`src/rtl/mem_arbiter_pkg.sv`:
```
// Shared encodings for the two-requester byte-wide RAM arbiter.
// Optional build macro: MEM_ARBITER_RR_EN (round-robin arbitration).
package mem_arbiter_pkg;

    // Transfer length encodings; 2'b10 is treated like a word.
    localparam logic [1:0] LEN_B = 2'b00;
    localparam logic [1:0] LEN_H = 2'b01;
    localparam logic [1:0] LEN_W = 2'b11;

    typedef enum logic {
        OWN_IF  = 1'b0,
        OWN_MEM = 1'b1
    } owner_e;

    typedef enum logic [1:0] {
        IDLE  = 2'd0,
        XFER  = 2'd1,
        DRAIN = 2'd2,
        DONE  = 2'd3
    } state_e;

    // Index of the final byte of a transfer of the given length.
    function automatic logic [1:0] last_idx(input logic [1:0] len);
        case (len)
            LEN_B:   last_idx = 2'd0;
            LEN_H:   last_idx = 2'd1;
            default: last_idx = 2'd3;
        endcase
    endfunction

endpackage

```
`src/rtl/mem_arbiter_if.sv`:
```
// Bundle of requester-side and RAM-side signals of the arbiter.
// The slave modport is the arbiter; the master modport is its surroundings
// (fetch stage, MEM stage and the RAM pins).
interface mem_arbiter_if #(
    parameter int ADDR_W = 32
);
    logic              if_req_i;
    logic [ADDR_W-1:0] if_addr_i;
    logic              if_flush_i;
    logic              if_done_o;
    logic [31:0]       if_data_o;

    logic              mem_req_i;
    logic              mem_we_i;
    logic [1:0]        mem_len_i;
    logic [ADDR_W-1:0] mem_addr_i;
    logic [31:0]       mem_wdata_i;
    logic              mem_done_o;
    logic [31:0]       mem_rdata_o;

    logic [ADDR_W-1:0] ram_addr_o;
    logic              ram_wr_o;
    logic [7:0]        ram_dout_o;
    logic [7:0]        ram_din_i;

    logic              busy_o;
    logic              owner_o;

    modport slave (
        input  if_req_i, if_addr_i, if_flush_i,
        output if_done_o, if_data_o,
        input  mem_req_i, mem_we_i, mem_len_i, mem_addr_i, mem_wdata_i,
        output mem_done_o, mem_rdata_o,
        output ram_addr_o, ram_wr_o, ram_dout_o,
        input  ram_din_i,
        output busy_o, owner_o
    );

    modport master (
        output if_req_i, if_addr_i, if_flush_i,
        input  if_done_o, if_data_o,
        output mem_req_i, mem_we_i, mem_len_i, mem_addr_i, mem_wdata_i,
        input  mem_done_o, mem_rdata_o,
        input  ram_addr_o, ram_wr_o, ram_dout_o,
        output ram_din_i,
        input  busy_o, owner_o
    );

endinterface

```
`src/rtl/mem_arb_seq.sv`:
```
// Byte sequencer: walks a 1/2/4-byte transfer one byte per cycle, drives the
// RAM address / write strobe / write data registers, and assembles read
// bytes little-endian. The RAM returns data one cycle after the address.
module mem_arb_seq
    import mem_arbiter_pkg::*;
#(
    parameter int ADDR_W = 32
) (
    input  logic              clk,
    input  logic              rst,
    input  logic              start,
    input  logic              abort,
    input  logic [ADDR_W-1:0] base,
    input  logic [1:0]        len,
    input  logic              we,
    input  logic [31:0]       wdata,
    input  logic [7:0]        din,
    output logic [ADDR_W-1:0] ram_addr,
    output logic              wr,
    output logic [7:0]        dout,
    output logic [31:0]       data,
    output logic              last
);

    logic        active_q;
    logic [1:0]  cnt_q;
    logic [1:0]  last_idx_q;
    logic        we_q;
    logic [31:0] wdata_q;
    logic        cap_en_q;
    logic [1:0]  cap_idx_q;
    logic [31:0] data_q;
    logic [31:0] data_d;

    function automatic logic [7:0] byte_of(input logic [31:0] w, input logic [1:0] i);
        case (i)
            2'd0:    byte_of = w[7:0];
            2'd1:    byte_of = w[15:8];
            2'd2:    byte_of = w[23:16];
            default: byte_of = w[31:24];
        endcase
    endfunction

    assign last = active_q && (cnt_q == last_idx_q);

    // Merge the byte arriving from the RAM this cycle into the assembled word.
    always_comb begin
        data_d = data_q;
        if (cap_en_q) begin
            case (cap_idx_q)
                2'd0:    data_d[7:0]   = din;
                2'd1:    data_d[15:8]  = din;
                2'd2:    data_d[23:16] = din;
                default: data_d[31:24] = din;
            endcase
        end
    end

    assign data = data_d;

    // Latch the transfer on start, then step address/data one byte per cycle.
    always_ff @(posedge clk) begin
        if (rst) begin
            active_q   <= 1'b0;
            cnt_q      <= 2'd0;
            last_idx_q <= 2'd0;
            we_q       <= 1'b0;
            wdata_q    <= '0;
            cap_en_q   <= 1'b0;
            cap_idx_q  <= 2'd0;
            data_q     <= '0;
            ram_addr   <= '0;
            wr         <= 1'b0;
            dout       <= '0;
        end else if (start) begin
            active_q   <= 1'b1;
            cnt_q      <= 2'd0;
            last_idx_q <= last_idx(len);
            we_q       <= we;
            wdata_q    <= wdata;
            cap_en_q   <= 1'b0;
            cap_idx_q  <= 2'd0;
            data_q     <= '0;
            ram_addr   <= base;
            wr         <= we;
            dout       <= wdata[7:0];
        end else begin
            data_q    <= data_d;
            // A read address on the bus now yields its byte next cycle.
            cap_en_q  <= active_q && !we_q && !abort;
            cap_idx_q <= cnt_q;
            if (active_q && !abort && !last) begin
                cnt_q    <= cnt_q + 2'd1;
                ram_addr <= ram_addr + 1'b1;
                wr       <= we_q;
                dout     <= byte_of(wdata_q, cnt_q + 2'd1);
            end else begin
                active_q <= 1'b0;
                wr       <= 1'b0;
            end
        end
    end

endmodule

```
`src/rtl/mem_arbiter.sv`:
```
// Arbiter sharing one byte-wide RAM port between instruction fetch (IF) and
// the MEM stage. Fixed MEM-over-IF priority by default; define
// MEM_ARBITER_RR_EN for round-robin on simultaneous requests.
module mem_arbiter
    import mem_arbiter_pkg::*;
#(
    parameter int ADDR_W = 32
) (
    input  logic         clk,
    input  logic         rst,
    mem_arbiter_if.slave bus
);

    state_e            state_q, state_d;
    owner_e            owner_q;
    owner_e            gnt_owner;
    logic              we_q;
    logic              mask_if_q;
    logic              mask_mem_q;
    logic [31:0]       if_data_q;
    logic [31:0]       mem_rdata_q;

    logic              start;
    logic              abort;
    logic              if_ok;
    logic              mem_ok;
    logic              sel_mem;
    logic [ADDR_W-1:0] sel_base;
    logic [1:0]        sel_len;
    logic              sel_we;
    logic [31:0]       sel_wdata;

    logic [ADDR_W-1:0] seq_addr;
    logic              seq_wr;
    logic [7:0]        seq_dout;
    logic [31:0]       seq_data;
    logic              seq_last;

    // A requester that just finished is masked for one IDLE cycle so its
    // not-yet-dropped request cannot re-grant; a flush vetoes IF in IDLE.
    assign if_ok  = bus.if_req_i && !bus.if_flush_i && !mask_if_q;
    assign mem_ok = bus.mem_req_i && !mask_mem_q;

    // Arbitration and transfer-phase sequencing.
    always_comb begin
        state_d   = state_q;
        start     = 1'b0;
        abort     = 1'b0;
        gnt_owner = owner_q;
        case (state_q)
            IDLE: begin
                if (mem_ok && if_ok) begin
                    start   = 1'b1;
                    state_d = XFER;
`ifdef MEM_ARBITER_RR_EN
                    gnt_owner = (owner_q == OWN_MEM) ? OWN_IF : OWN_MEM;
`else
                    gnt_owner = OWN_MEM;
`endif
                end else if (mem_ok) begin
                    start     = 1'b1;
                    state_d   = XFER;
                    gnt_owner = OWN_MEM;
                end else if (if_ok) begin
                    start     = 1'b1;
                    state_d   = XFER;
                    gnt_owner = OWN_IF;
                end
            end
            XFER: begin
                if (owner_q == OWN_IF && bus.if_flush_i) begin
                    abort   = 1'b1;
                    state_d = IDLE;
                end else if (seq_last) begin
                    state_d = we_q ? DONE : DRAIN;
                end
            end
            DRAIN: begin
                if (owner_q == OWN_IF && bus.if_flush_i) begin
                    abort   = 1'b1;
                    state_d = IDLE;
                end else begin
                    state_d = DONE;
                end
            end
            DONE:    state_d = IDLE;
            default: state_d = IDLE;
        endcase
    end

    // Route the granted requester's transfer parameters to the sequencer.
    assign sel_mem   = (gnt_owner == OWN_MEM);
    assign sel_base  = sel_mem ? bus.mem_addr_i : bus.if_addr_i;
    assign sel_len   = sel_mem ? bus.mem_len_i : LEN_W;
    assign sel_we    = sel_mem && bus.mem_we_i;
    assign sel_wdata = sel_mem ? bus.mem_wdata_i : 32'd0;

    mem_arb_seq #(
        .ADDR_W (ADDR_W)
    ) u_seq (
        .clk      (clk),
        .rst      (rst),
        .start    (start),
        .abort    (abort),
        .base     (sel_base),
        .len      (sel_len),
        .we       (sel_we),
        .wdata    (sel_wdata),
        .din      (bus.ram_din_i),
        .ram_addr (seq_addr),
        .wr       (seq_wr),
        .dout     (seq_dout),
        .data     (seq_data),
        .last     (seq_last)
    );

    // State, owner, post-done masks and per-requester read-data holding.
    always_ff @(posedge clk) begin
        if (rst) begin
            state_q     <= IDLE;
            owner_q     <= OWN_IF;
            we_q        <= 1'b0;
            mask_if_q   <= 1'b0;
            mask_mem_q  <= 1'b0;
            if_data_q   <= '0;
            mem_rdata_q <= '0;
        end else begin
            state_q    <= state_d;
            mask_if_q  <= (state_q == DONE) && (owner_q == OWN_IF);
            mask_mem_q <= (state_q == DONE) && (owner_q == OWN_MEM);
            if (start) begin
                owner_q <= gnt_owner;
                we_q    <= sel_we;
            end
            // The final read byte is merged combinationally while in DRAIN.
            if (state_q == DRAIN && state_d == DONE) begin
                if (owner_q == OWN_IF) begin
                    if_data_q <= seq_data;
                end else begin
                    mem_rdata_q <= seq_data;
                end
            end
        end
    end

    assign bus.if_done_o   = (state_q == DONE) && (owner_q == OWN_IF);
    assign bus.mem_done_o  = (state_q == DONE) && (owner_q == OWN_MEM);
    assign bus.if_data_o   = if_data_q;
    assign bus.mem_rdata_o = mem_rdata_q;
    assign bus.ram_addr_o  = seq_addr;
    assign bus.ram_wr_o    = seq_wr;
    assign bus.ram_dout_o  = seq_dout;
    assign bus.busy_o      = (state_q != IDLE);
    assign bus.owner_o     = owner_q;

endmodule

```
`src/flat_wrapper.sv`:
```
// flat-port wrapper written by rule: the top's interface ports become plain ports
module mem_arbiter_flat import mem_arbiter_pkg::*;
#(
    parameter int ADDR_W = 32
)
  (clk, rst, bus_if_req_i, bus_if_addr_i, bus_if_flush_i, bus_if_done_o, bus_if_data_o, bus_mem_req_i, bus_mem_we_i, bus_mem_len_i, bus_mem_addr_i, bus_mem_wdata_i, bus_mem_done_o, bus_mem_rdata_o, bus_ram_addr_o, bus_ram_wr_o, bus_ram_dout_o, bus_ram_din_i, bus_busy_o, bus_owner_o);
  mem_arbiter_if #(.ADDR_W(ADDR_W)) bus_i ();
  input  logic clk;
  input  logic rst;
  input wire logic [$bits(bus_i.if_req_i)-1:0] bus_if_req_i;
  input wire logic [$bits(bus_i.if_addr_i)-1:0] bus_if_addr_i;
  input wire logic [$bits(bus_i.if_flush_i)-1:0] bus_if_flush_i;
  output wire logic [$bits(bus_i.if_done_o)-1:0] bus_if_done_o;
  output wire logic [$bits(bus_i.if_data_o)-1:0] bus_if_data_o;
  input wire logic [$bits(bus_i.mem_req_i)-1:0] bus_mem_req_i;
  input wire logic [$bits(bus_i.mem_we_i)-1:0] bus_mem_we_i;
  input wire logic [$bits(bus_i.mem_len_i)-1:0] bus_mem_len_i;
  input wire logic [$bits(bus_i.mem_addr_i)-1:0] bus_mem_addr_i;
  input wire logic [$bits(bus_i.mem_wdata_i)-1:0] bus_mem_wdata_i;
  output wire logic [$bits(bus_i.mem_done_o)-1:0] bus_mem_done_o;
  output wire logic [$bits(bus_i.mem_rdata_o)-1:0] bus_mem_rdata_o;
  output wire logic [$bits(bus_i.ram_addr_o)-1:0] bus_ram_addr_o;
  output wire logic [$bits(bus_i.ram_wr_o)-1:0] bus_ram_wr_o;
  output wire logic [$bits(bus_i.ram_dout_o)-1:0] bus_ram_dout_o;
  input wire logic [$bits(bus_i.ram_din_i)-1:0] bus_ram_din_i;
  output wire logic [$bits(bus_i.busy_o)-1:0] bus_busy_o;
  output wire logic [$bits(bus_i.owner_o)-1:0] bus_owner_o;
  assign bus_i.if_req_i = bus_if_req_i;
  assign bus_i.if_addr_i = bus_if_addr_i;
  assign bus_i.if_flush_i = bus_if_flush_i;
  assign bus_if_done_o = bus_i.if_done_o;
  assign bus_if_data_o = bus_i.if_data_o;
  assign bus_i.mem_req_i = bus_mem_req_i;
  assign bus_i.mem_we_i = bus_mem_we_i;
  assign bus_i.mem_len_i = bus_mem_len_i;
  assign bus_i.mem_addr_i = bus_mem_addr_i;
  assign bus_i.mem_wdata_i = bus_mem_wdata_i;
  assign bus_mem_done_o = bus_i.mem_done_o;
  assign bus_mem_rdata_o = bus_i.mem_rdata_o;
  assign bus_ram_addr_o = bus_i.ram_addr_o;
  assign bus_ram_wr_o = bus_i.ram_wr_o;
  assign bus_ram_dout_o = bus_i.ram_dout_o;
  assign bus_i.ram_din_i = bus_ram_din_i;
  assign bus_busy_o = bus_i.busy_o;
  assign bus_owner_o = bus_i.owner_o;
  mem_arbiter #(.ADDR_W(ADDR_W)) u_core (.clk(clk), .rst(rst), .bus(bus_i));
endmodule
```
`config.mk`:
```
export PLATFORM = sky130hd
export DESIGN_NAME = mem_arbiter_flat
export DESIGN_NICKNAME = d
export VERILOG_FILES = /design/src/rtl/mem_arbiter_pkg.sv /design/src/rtl/mem_arbiter_if.sv /design/src/rtl/mem_arb_seq.sv /design/src/rtl/mem_arbiter.sv /design/src/flat_wrapper.sv
export SDC_FILE = /design/constraint.sdc
export NUM_CORES = 1
export LEC_CHECK = 0
export CAP_MARGIN = 10
export CORE_ASPECT_RATIO = 1.2
export CORE_MARGIN = 10
export CORE_UTILIZATION = 30
export DETAILED_ROUTE_END_ITERATION = 12
export SLEW_MARGIN = 25
export SYNTH_ARGS = -nofsm -noshare
export SYNTH_HDL_FRONTEND = slang
export SYNTH_HIERARCHICAL = 1
export SYNTH_SLANG_ARGS = --single-unit
```
`constraint.sdc`:
```
create_clock -name clk -period 2.8 [get_ports clk]
set_clock_uncertainty 0.15 [all_clocks]
set_input_delay 0.56 -clock clk [delete_from_list [all_inputs] [get_ports clk]]
set_output_delay 0.56 -clock clk [all_outputs]
set_load 0.005 [all_outputs]
```
==> results.py <==
metrics = {
    "outcome": {
        "status": "complete, no violations",
    },
    "sta": {
        "timing.final.crit_share_pct": 95.9,
        "setup_ws_ps": 114,
        "rsz0062_at_grt": "false",
        "setup_viol": 0,
        "drv_slew": 0,
        "relSlewSlack_pct": 50.2,
        "final-hold-violation-count": 0,
        "min_period_ps": 2690,
        "tightest_slew_ps": 744,
        "max_freq_ghz": 0.372,
    },
    "logic_synthesis": {
        "synth_cells": 942,
        "synth_seq_cells": 184,
        "syn-num-nets": 1064,
        "synth_area_per_cell_um2": 9.58,
        "yosysUniqueCellTypes": 62,
        "synth.yosys.seq_area_share_pct": 40.8,
        "netlist_area_um2": 9030,
        "ys_warn_count": 6,
        "synth_async_sr_flop_share_pct": 0,
        "synth_ff_type": "dfxtp_1",
        "synth-edff-count": 0,
    },
    "placed_design": {
        "gp_congestion": 0.835,
        "port_buffers": 220,
        "place_hpwl_um": 19900,
        "place_ws_ps": -220,
        "placed_area_um2": 11900,
    },
    "cells_and_area": {
        "fin_util_pct": 42.2,
        "finalInstanceArea_um2": 12500,
        "layout_commonest_cell": "clkdlybuf4s50_1",
        "synthToLayoutAreaGrowth_pct": 38.4,
        "diodes": 0,
        "fin_nets": 1280,
        "final_cell_mix": "clkdlybuf4s50_1, dfxtp_1, nand2b_1, mux2i_1, mux2_2",
        "drive_gt1_share_pct": 13.7,
    },
    "power_and_ir_drop": {
        "p_leak_nw": 4.81,
        "totalPowerFinal_mw": 6.52,
        "p_per_area_nw_per_um2": 522,
        "irDropWorstVdd_v": 0.000352,
    },
    "clock_network": {
        "htreeDepth": 4,
        "clockBufferDepth": 2,
        "cts_tree": "built",
        "clk_pin_slew_worst_paths_ps": 80,
        "cts-root-buf": "clkbuf_16",
        "numCtsBuffers": 17,
        "post_cts_buffers": 0,
        "cts_sinks": 184,
        "clk_latency_ps": 430,
        "cts_hold_buf": 0,
    },
    "floorplanning": {
        "num_rows": 69,
        "ioPinCount": 221,
        "initial_utilization_pct": 30.5,
        "fp.dieArea_um2": 37500,
        "fp.dieH_um": 210,
        "core_um2": 29600,
        "die_w_um": 178,
    },
    "hold_path": {
        "holdPathEnd": "u_core/u_seq/cap_en_q$_SDFF_PP0_",
        "hold_start": "u_core/u_seq/we_q$_SDFFE_PP0P_",
        "hp-class": "reg -> reg",
        "hold_depth": 1,
    },
    "worst_setup_path": {
        "critPathSlowestCell": "or4_1",
        "crit_path_cell_trace": "inv_1 > ha_1 > and2_1 > and4b_1 > o211ai_1 > buf_4 > or4_1 > o311a_1",
        "crit_path_max_fanout": 6,
        "cp-start-kind": "flip-flop",
        "reg2reg_depth": 8,
        "r2r_start": "u_core/state_q[0]$_SDFF_PP0_",
        "rrSetupSlack_ps": 110,
        "slowest_delay_ps": 510,
        "cp.arrival_ps": 2850,
        "critPathRequiredTime_ps": 2970,
        "end_kind": "flip-flop",
        "crit_type": "reg -> reg",
        "regToRegEndpoint": "u_core/u_seq/ram_addr[24]$_SDFFE_PP0P_",
    },
    "global_route": {
        "antenna_found_initial": 0,
        "grt-ovfl-total": 0,
        "grt_pass1_vias": 7688,
        "grt_max_degree": 94,
        "grt_pass1_wl_um": 42800,
        "grt_usage_pct": 14.2,
    },
    "drt": {
        "wl_per_cell_um": 17.4,
        "drt_iter0_markers": 427,
        "drtPass1Iterations": 7,
        "drc": 0,
        "vias": 7608,
        "final_antenna_net_count": 0,
        "via_per_inst": 4.88,
        "drt-total-wl_um": 27100,
    },
    "flow_run": {
        "drv_cap": 0,
    },
}
## worst max-delay path by stage
stage	startpoint	end	slack [ps]
finish	u_core/state_q[0]$_SDFF_PP0_	u_core/u_seq/ram_addr[24]$_SDFFE_PP0P_	110
global route	u_core/state_q[0]$_SDFF_PP0_	u_core/u_seq/ram_addr[29]$_SDFFE_PP0P_	2
CTS	u_core/state_q[0]$_SDFF_PP0_	u_core/u_seq/ram_addr[24]$_SDFFE_PP0P_	130
detailed placement	bus_if_flush_i	u_core/u_seq/ram_addr[24]$_SDFFE_PP0P_	-220
global placement	bus_if_flush_i	u_core/u_seq/ram_addr[24]$_SDFFE_PP0P_	-220
floorplan	bus_if_flush_i	u_core/u_seq/wdata_q[20]$_SDFFE_PP0P_	370
## cells by family (layout without fill, tap and decap cells)
family                     count (synthesis)  count (layout)  share of synthesized area (%)
muxes                                    162             162                           18.9
xor gates and xnor gates                   9               9                           1.04
DFF                                      184             184                           40.8
AOI/OAI and AO/OA                        120             120                           10.1
and+or+nand+nor                          361             361                           23.3
buffers and inverters                     96             324                           4.57
adders and majority gates                 10              10                           1.39
## synth_stat cells, types with 12 or more instances
library cell | count | share of area, %
buf_2 | 14 | 0.78
inv_1 | 26 | 1.1
nand3_1 | 20 | 1.1
dfxtp_1 | 184 | 41
clkbuf_1 | 42 | 1.7
o21ai_0 | 20 | 1.1
nor2b_1 | 39 | 2.7
nor2_1 | 60 | 2.5
and2_1 | 36 | 2.5
o211ai_1 | 12 | 1.0
a21oi_1 | 16 | 0.89
mux2_2 | 65 | 8.1
mux2i_1 | 97 | 11
nand2b_1 | 97 | 6.7
nand2_1 | 25 | 1.0
nand4_1 | 13 | 0.90
## metal layers
metal,up-vias,GRT usage [%],part of all wire (%)
met2,220,24.1,49
met1,3592,17.3,43
li1,3775,-,-
met4,0,3.45,1.4
met5,-,0,0
met3,21,4.08,6.6
## timing repair
action                     in CTS  in global routing
setup endpoints to repair       0                  1
gates resized for setup         0                  1
hold endpoints to repair        0                  0
## sequential cells by signal, indices dropped and copies added (netlist names), 2 cells and up
| register | count |
|---|---|
| u_core/bus.if_data_o | 32 |
| u_core/bus.mem_rdata_o | 32 |
| u_core/state_q | 2 |
| u_core/u_seq/cap_idx_q | 2 |
| u_core/u_seq/cnt_q | 2 |
| u_core/u_seq/data_q | 32 |
| u_core/u_seq/dout | 8 |
| u_core/u_seq/last_idx_q | 2 |
| u_core/u_seq/ram_addr | 32 |
| u_core/u_seq/wdata_q | 32 |
## through the flow
| stage | TNS (ps) | cells | hold slack, ps |
|---|---|---|---|
| 2_1_floorplan | 0 | 942 | 250 |
| 3_3_place_gp | -2540 | 1529 | 311 |
| 3_5_place_dp | -3060 | 1529 | 311 |
| 4_1_cts | 0 | 1560 | 323 |
| 5_1_grt | 0 | 1560 | 339 |
| 6_report | 0 | 1560 | 321 |
## worst max-delay path: cells and delay by family (launching register included)
| family | cells | cell delay, ps |
|---|---|---|
| compound gates | 2 | 290 |
| simple gates | 3 | 1100 |
| fa+ha+maj | 1 | 290 |
| buf+inv | 2 | 310 |
| flops | 1 | 440 |
## where the power goes
group / total [mW] / switching [mW] / leakage, nW / internal [mW]
sequential: 2.87 / 0.137 / 1.50 / 2.74
combinational: 1.12 / 0.495 / 3.01 / 0.627
clock: 2.52 / 1.16 / 0.296 / 1.36
## cell type report
class	count	area (um2)
clock inverter	14	186
tap	390	488
clock buffer	17	425
multi-input combinational	662	4950
fill	2923	17100
sequential	184	3680
timing repair buffer	266	2660
inverter	27	103
(Power assumes the default switching activity.)
